<file path="config.mk">
export PLATFORM = sky130hd
export DESIGN_NAME = packet_link_arbiter
export DESIGN_NICKNAME = d
export VERILOG_FILES = /design/src/rtl/packet_link_arbiter.sv
export SDC_FILE = /design/constraint.sdc
export NUM_CORES = 1
export LEC_CHECK = 0
export CORE_MARGIN = 3
export CORE_UTILIZATION = 28
export CTS_CLUSTER_SIZE = 8
export DETAILED_ROUTE_END_ITERATION = 6
export PLACE_DENSITY = 0.86
export SLEW_MARGIN = 25
export SYNTH_ARGS = -nofsm -noshare
export SYNTH_HDL_FRONTEND = slang
export SYNTH_SLANG_ARGS = --single-unit
</file>
<file path="constraint.sdc">
create_clock -name nocclk -period 1.58 [get_ports nocclk]
set_input_delay 0.316 -clock nocclk [delete_from_list [all_inputs] [get_ports nocclk]]
set_output_delay 0.316 -clock nocclk [all_outputs]
set_load 0.02 [all_outputs]
</file>
<file path="src/rtl/packet_link_arbiter.sv">
// ---------------------------------------------------------------------------
// packet_link_arbiter
//
// Packet-granular round-robin arbiter sharing one flit output channel between
// NUM_REQ flit sources. The winning source keeps the channel from its first
// flit through its tail flit (wormhole lock), so packets never interleave. A
// watchdog force-releases a lock once a packet reaches MAX_PKT_FLITS flits
// without a tail.
//
// Datapath is purely combinational (0-cycle latency). Only the arbitration
// state (IDLE/LOCKED, round-robin pointer, lock owner, flit counter, overrun
// pulse) is registered.
//
// Ports
//   nocclk          in   clock, all state on rising edge
//   rst_n           in   asynchronous active-low reset
//   in_flit         in   NUM_REQ packed flits, source i at [i*FLIT_W +: FLIT_W]
//   in_flit_is_tail in   per-source tail marker for the presented flit
//   in_flit_valid   in   per-source valid
//   in_flit_ready   out  per-source ready
//   out_flit        out  flit of the granted source
//   out_flit_valid  out  granted flit valid
//   out_flit_ready  in   downstream ready
//   grant_id        out  current (or candidate) grantee
//   locked          out  high while a packet holds the channel
//   pkt_overrun     out  one-cycle pulse after a watchdog release
// ---------------------------------------------------------------------------
package types;
    typedef logic [31:0] flit_t;
endpackage

module packet_link_arbiter #(
    parameter int NUM_REQ       = 2,
    parameter int MAX_PKT_FLITS = 16,
    localparam int FLIT_W       = $bits(types::flit_t),
    localparam int ID_W         = $clog2(NUM_REQ),
    localparam int CNT_W        = $clog2(MAX_PKT_FLITS + 1)
) (
    input  logic                        nocclk,
    input  logic                        rst_n,
    input  logic [NUM_REQ*FLIT_W-1:0]   in_flit,
    input  logic [NUM_REQ-1:0]          in_flit_is_tail,
    input  logic [NUM_REQ-1:0]          in_flit_valid,
    output logic [NUM_REQ-1:0]          in_flit_ready,
    output types::flit_t                out_flit,
    output logic                        out_flit_valid,
    input  logic                        out_flit_ready,
    output logic [ID_W-1:0]             grant_id,
    output logic                        locked,
    output logic                        pkt_overrun
);

    typedef enum logic [0:0] {
        ST_IDLE   = 1'b0,
        ST_LOCKED = 1'b1
    } state_t;

    state_t             state_reg,    state_next;
    logic [ID_W-1:0]    rr_ptr_reg,   rr_ptr_next;
    logic [ID_W-1:0]    lock_id_reg,  lock_id_next;
    logic [CNT_W-1:0]   flit_cnt_reg, flit_cnt_next;
    logic               overrun_reg,  overrun_next;

    types::flit_t       flit_arr [NUM_REQ];

    logic               found;
    logic [ID_W-1:0]    winner;
    logic [ID_W-1:0]    sel_id;
    logic               sel_valid;
    logic               sel_tail;
    logic               grant_open;
    logic               xfer;

    // Successor in the ring; explicit compare so non-power-of-2 counts wrap
    // to 0 instead of walking into unused codes.
    function automatic logic [ID_W-1:0] wrap_inc(input logic [ID_W-1:0] id);
        return (id == ID_W'(NUM_REQ - 1)) ? '0 : id + ID_W'(1);
    endfunction

    // Unpack the flat flit bus into one entry per source.
    for (genvar gi = 0; gi < NUM_REQ; gi++) begin : g_unpack
        assign flit_arr[gi] = in_flit[gi*FLIT_W +: FLIT_W];
    end

    // Round-robin search starting at rr_ptr. The sum is one bit wider than
    // an id so rr_ptr + k never overflows before the modulo correction.
    always_comb begin
        logic [ID_W:0] cand;
        found  = 1'b0;
        winner = rr_ptr_reg;
        cand   = '0;
        for (int k = 0; k < NUM_REQ; k++) begin
            cand = {1'b0, rr_ptr_reg} + (ID_W+1)'(k);
            if (cand >= (ID_W+1)'(NUM_REQ)) begin
                cand = cand - (ID_W+1)'(NUM_REQ);
            end
            if (!found && in_flit_valid[cand[ID_W-1:0]]) begin
                found  = 1'b1;
                winner = cand[ID_W-1:0];
            end
        end
    end

    // While locked the owner alone is eligible, even if it is bubbling.
    always_comb begin
        if (state_reg == ST_LOCKED) begin
            sel_id     = lock_id_reg;
            sel_valid  = in_flit_valid[lock_id_reg];
            grant_open = 1'b1;
        end else begin
            sel_id     = winner;
            sel_valid  = found;
            grant_open = found;
        end
    end

    assign sel_tail = in_flit_is_tail[sel_id];
    assign xfer     = out_flit_valid && out_flit_ready;

    // Outputs are forced to their idle values while reset is asserted so
    // nothing leaks downstream before the state registers are meaningful.
    assign out_flit_valid = rst_n && sel_valid;
    assign out_flit       = rst_n ? flit_arr[sel_id] : '0;
    assign grant_id       = rst_n ? sel_id : '0;
    assign locked         = rst_n && (state_reg == ST_LOCKED);
    assign pkt_overrun    = rst_n && overrun_reg;

    for (genvar gi = 0; gi < NUM_REQ; gi++) begin : g_ready
        assign in_flit_ready[gi] = rst_n && out_flit_ready && grant_open &&
                                   (sel_id == ID_W'(gi));
    end

    // Next-state logic. A tail always wins over the watchdog, so a packet of
    // exactly MAX_PKT_FLITS flits ending in a tail releases normally.
    always_comb begin
        state_next    = state_reg;
        rr_ptr_next   = rr_ptr_reg;
        lock_id_next  = lock_id_reg;
        flit_cnt_next = flit_cnt_reg;
        overrun_next  = 1'b0;
        case (state_reg)
            ST_IDLE: begin
                if (xfer) begin
                    if (sel_tail) begin
                        rr_ptr_next = wrap_inc(winner);
                    end else begin
                        state_next    = ST_LOCKED;
                        lock_id_next  = winner;
                        flit_cnt_next = CNT_W'(1);
                    end
                end
            end
            ST_LOCKED: begin
                if (xfer) begin
                    if (sel_tail) begin
                        state_next    = ST_IDLE;
                        rr_ptr_next   = wrap_inc(lock_id_reg);
                        flit_cnt_next = '0;
                    end else if (flit_cnt_reg == CNT_W'(MAX_PKT_FLITS - 1)) begin
                        // The over-long flit is still delivered; only the lock
                        // is dropped so other sources can make progress.
                        state_next    = ST_IDLE;
                        rr_ptr_next   = wrap_inc(lock_id_reg);
                        flit_cnt_next = '0;
                        overrun_next  = 1'b1;
                    end else begin
                        flit_cnt_next = flit_cnt_reg + CNT_W'(1);
                    end
                end
            end
            default: begin
                state_next = ST_IDLE;
            end
        endcase
    end

    always_ff @(posedge nocclk or negedge rst_n) begin
        if (!rst_n) begin
            state_reg    <= ST_IDLE;
            rr_ptr_reg   <= '0;
            lock_id_reg  <= '0;
            flit_cnt_reg <= '0;
            overrun_reg  <= 1'b0;
        end else begin
            state_reg    <= state_next;
            rr_ptr_reg   <= rr_ptr_next;
            lock_id_reg  <= lock_id_next;
            flit_cnt_reg <= flit_cnt_next;
            overrun_reg  <= overrun_next;
        end
    end

endmodule

</file>
## Word level (Yosys, flattened, before mapping)

Cells that the tools add are included.
Widths: inputs -> output; s select.

| word-level totals | value |
|---|---|
| output and inout port bits | 38 |
| bits in registers | 9 |
| word-level logic and storage cells | 87 |
| input bits | 71 |

| cells by class | value |
|---|---|
| add/subtract/negate cells | 6 |
| bitwise logic cells | 4 |
| eq/ne operators | 6 |
| muxes and demuxes | 46 |
| reduce and logical (&&, ||, !) cells | 13 |
| $lt $le $gt $ge | 7 |

Operators with widths:

| operator | number |
|---|---|
| $mux 32 | 4 |
| $mux 1 | 34 |
| $mux 5 | 5 |
| $pmux 5 s2 | 1 |
| $logic_and 1x1->1 | 9 |
| $lt 1x2->1 const B | 4 |
| $ne 2x2->1 const B | 3 |
| $reduce_and 3->1 | 2 |
| $add 5x1->5 const B | 1 |
| $eq 5x4->1 const B | 1 |
| $ge 2x2->1 const B | 2 |
| $pmux 1 s2 | 2 |
| $reduce_and 4->1 | 1 |
| $ne 3x1->1 const B | 1 |
| $not 1->1 | 3 |
| $add 1x1->1 const B | 2 |
| $add 1x1->2 const B | 1 |
| $ge 1x2->1 const B | 1 |
| $ne 2x1->1 const B | 1 |
| $not 1->2 | 1 |
| $sub 1x1->1 const B | 2 |
| $logic_not 1->1 | 1 |

## Depth between registers and ports, before layout

Gate-level depths: netlist (run 1).

| logic depth | value |
|---|---|
| word-level depth | 14 |
| depth in mapped cells | 7 |
| depth with buffers taken out | 6 |

## Worst setup path after synthesis (run 1)

Ideal clock, no wire load.

| path | value |
|---|---|
| path type | reg-to-output |
| start point | register state_reg |
| end point | output out_flit[0] |
| setup slack | -328 ps |
| path buffers | 3 |
| data required time | 1264 ps |
| arrival | 1592 ps |
| cell stages (with the launch flop) | 8 |
| cell sequence | dfrtp_1 -> buf_4 -> or2b_1 -> nor2b_1 -> buf_2 -> buf_2 -> nand2_1 -> a21boi_1 |

| on the way | value |
|---|---|
| word-level cells in the longest chain between the ends | 6 |

RTL lines:

| what | RTL line | source |
|---|---|---|
| start: declaration | 58 | `state_t state_reg, state_next;` |
| start signal: assignment | 185 | `state_reg <= state_next;` |
| $mux 1 | 106 | `if (state_reg == ST_LOCKED) begin` |
| $not 1->2 (not written as such) | 123 | `assign out_flit = rst_n ? flit_arr[sel_id] : '0;` |
| $mux 32 (not written as such) (3 in a row) | 123 |  |
| $mux 32 | 123 |  |
| end: declaration | 45 | `output types::flit_t out_flit,` |

Every way passes these cells. The select of a mux whose other input is x is not followed.

## Final worst setup path (run 1)

| path | value |
|---|---|
| start point | register rr_ptr_reg |
| end point | output out_flit[6] |

| on the way | value |
|---|---|
| word-level cells in the longest chain between the ends | 14 |
| elaborated cells on any way between the ends | 22 |
| classes of those cells | 3 x add/sub; 2 x order compare; 14 x mux; 1 x bitwise; 2 x reduce/logical |

RTL lines:

| what | RTL line | source |
|---|---|---|
| start: declaration | 59 | `logic [ID_W-1:0] rr_ptr_reg, rr_ptr_next;` |
| start signal: assignment | 186 | `rr_ptr_reg <= rr_ptr_next;` |
| $ge 1x2->1 or $sub 1x1->1 (tied branches) | 94, 95 |  |
| $mux 1 | 94 | `if (cand >= (ID_W+1)'(NUM_REQ)) begin` |
| $mux 1 (not written as such) (2 in a row) | 97 | `if (!found && in_flit_valid[cand[ID_W-1:0]]) begin` |
| $mux 1 | 97 |  |
| $logic_not 1->1 | 97 |  |
| $logic_and 1x1->1 | 97 |  |
| $mux 1 (*) | 97 |  |
| $mux 1 (*) | 106 |  |
| $not 1->2 (not written as such) (*) | 123 |  |
| $mux 32 (not written as such) (*) (3 in a row) | 123 |  |
| $mux 32 (*) | 123 |  |

Mark *: on every way between the ends. The rest lies on a longest branch, timed or not. The select of a mux whose other input is x is not followed.

==> reports/summary.txt, run 1 <==
switching part of the total: 47.8%
Net Sw Power: 2410 uW
worst path arrival time: 1.86 ns
number of synthesis warnings: 0
worst endpoint required time: 1.26 ns
clk buf depth: 2
Top Ports: 109
fillers: 202
Via density: 5.32
port bufs: 108
1st-iter DRT viols: 89
wire per inst: 20.1 um
setup TNS: -21.12 ns
Clock Power Share: 5.5%
clk root buf: clkbuf_8
Area Growth Syn to Fin: 182%
Logic pwr share: 86.9%
Setup Viol. Count Final: 45
Tmin final: 2.18 ns
via count: 1922
H-Tree Depth: 1
reg2reg setup slack: -0.47 ns
relative slew slack: 78.1%
syn_nets: 250
Final Hold Fails: 0
Final Skew: 0.00305 ns
final worst slack: -0.600 ns
post-synthesis cell count: 178
CP Capture Type: output port
commonest non-fill, non-tap cell in the layout: clkdlybuf4s50_1
DP HPWL: 4230 um
Lkg Pwr: 0.00149 uW
outcome: complete, but fails checks
Reg clk slew, reported paths: 0.05 ns
gr usage total: 23.2%
final count of pins violating max slew: 0
Pwr per Cell Area: 1500 mW/mm2
Synth cell types: 41
HP Class: in2async
Syn Area/Cell: 6.70 um2
VDD IR max: 0.000875 V
Worst Path Max Fanout: 6
largest net degree at the start of global routing: 36
most frequent cells in the layout: clkdlybuf4s50_1 (67), nand2_2 (46), buf_6 (46)
sequential-to-total area share from yosys stat: 18.9%
dpl cell area: 0.00291 mm2
DRC: 0
share of cells above drive strength 1: 57.2%
Placement Rows: 23
final RePlAce weighted congestion: 0.811
Design Area, Final: 0.00336 mm2
Starting Density: 29.4%
pre-CTS setup slack: -1.22 ns
CP startpoint kind: flip-flop
Cell Area, Synth: 0.00119 mm2
Max-Cap Viols: 0
DRT antenna net count: 0
WHS: 0.0852 ns
n_diodes: 0
Routed Wire Length: 7270 um
clock tree sinks: 9
Hold Buf Count CTS: 0
worst skew pair latency: 0.24 ns
initial antenna violation count: 0
number of global-route vias before repair: 1917
CTS tree: built
die area: 0.00508 mm2
Post-layout nets: 384
core area: 0.00406 mm2
synthesized flop and latch total: 9
sequential power share: 7.6%
grt total ovfl: 0
final period utilization: 138%
RSZ-0062 raised after global routing: true
crit path kind: reg2out
TritonCTS Buffers: 3
first-pass GRT wire length: 9540 um
fmax: 459 MHz
Die X: 71.3 um
Worst Tran Pin Value: 0.328 ns
die height: 71.3 um
Internal: 2630 uW
Detailed Routing Iterations Pass 1: 6
Largest register FFs: 5
failing checks: setup timing
through the flow:
stage / instances / utilization (%) / total power (uW)
final: 361 / 82.8 / 5040
after global routing: 361 / 82.8 / 5260
after CTS: 356 / 79.0 / 4520
after detailed placement: 344 / 71.6 / 3680
after global placement: 344 / 71.6 / 3600
after floorplan: 178 / - / 2580
synth_stat cells (all sizes together):
cell type / instances / area (um2)
o21ai: 4 / 31.3
mux2i: 4 / 40.0
inv: 4 / 15.0
o2111ai: 1 / 15.0
a211oi: 2 / 20.0
nor2b: 2 / 15.0
a21oi: 4 / 23.8
or3b: 1 / 8.76
nand2: 67 / 251
and2: 3 / 18.8
o211a: 1 / 10.0
o211ai: 1 / 7.51
a31oi: 1 / 6.26
a211o: 1 / 8.76
nand2b: 1 / 8.76
o22ai: 3 / 18.8
clkbuf: 4 / 15.0
a21boi: 34 / 259
nand3: 3 / 15.0
ha: 1 / 12.5
nor3: 2 / 10.0
o311ai: 1 / 8.76
and4b: 1 / 10.0
or2b: 1 / 7.51
a2bb2oi: 1 / 8.76
buf: 9 / 47.6
nor2: 7 / 26.3
dfrtp: 9 / 225
or2: 1 / 6.26
nand4: 1 / 6.26
mux2: 2 / 26.3
a21o: 1 / 8.76
layer usage:
metal | track usage [%] | part of all wire, %
met5 | 0 | 0
met4 | 4.18 | 2.5
met3 | 4.91 | 7.4
met2 | 44.5 | 52
met1 | 26.3 | 38
power by group through the flow:
| stage | registers [uW] | clock network (uW) | logic, uW |
|---|---|---|---|
| 6_report | 382 | 278 | 4380 |
| 4_1_cts | 380 | 282 | 3860 |
| 5_1_grt | 390 | 294 | 4570 |
| 3_3_place_gp | 373 | 0 | 3230 |
| 3_5_place_dp | 381 | 0 | 3300 |
| 2_1_floorplan | 373 | 0 | 2200 |
worst paths after layout:
kind,startpoint,end,depth (start not counted)
worst max-delay path,rr_ptr_reg,out_flit[6],8
worst min-delay path,rst_n,state_reg,2
worst max register to register,rr_ptr_reg,lock_id_reg,9
worst min register to register,flit_cnt_reg[4],flit_cnt_reg[4],1
max in group asynchronous,rst_n,flit_cnt_reg[1],2
min in group nocclk,flit_cnt_reg[4],flit_cnt_reg[4],1
final cells by class:
cell class	instances	area (um2)	area share, %
timing repair buffer	142	1530	45.5
inverter	4	15.0	0.447
multi-input combinational	152	1480	44.1
tap	50	62.6	1.86
sequential	9	225	6.70
clock buffer	4	45.0	1.34
repair_timing:
action,in CTS,in global routing
pin swaps,4,25
gates cloned,1,4
gates resized for setup,259,30
setup buffers,8,4
endpoints found under the setup margin,47,45
logic make-up after synthesis:
family                   count (synthesis)  share of synthesized area (%)
AO/OA/AOI/OAI                           55                           35.8
adder cells (fa/ha/maj)                  1                           1.05
buffers and inverters                   17                           6.51
flip-flops                               9                           18.9
multiplexers                             6                           5.56
AND/OR/NAND/NOR                         90                           32.2
critical path, cell delays in order, from the launching register on:
cell and delay, ns:
dfrtp_1 0.42, nand2b_4 0.16, a21o_4 0.21, o21ai_4 0.19, buf_12 0.15, buf_12 0.14
nand2_2 0.08, a21boi_4 0.14, buf_6 0.14
No activity file was read; power rests on OpenSTA's default activity.
==> run 2: changes to the inputs <==
--- a/config.mk
+++ b/config.mk
@@ -5,6 +5,7 @@
 export SDC_FILE = /design/constraint.sdc
 export NUM_CORES = 1
 export LEC_CHECK = 0
+export ABC_CLOCK_PERIOD_IN_PS = 1580
 export CORE_MARGIN = 3
 export CORE_UTILIZATION = 28
 export CTS_CLUSTER_SIZE = 8
==> results of run 2 <==
The final DEF is identical to that of run 1; final timing and power are the same.
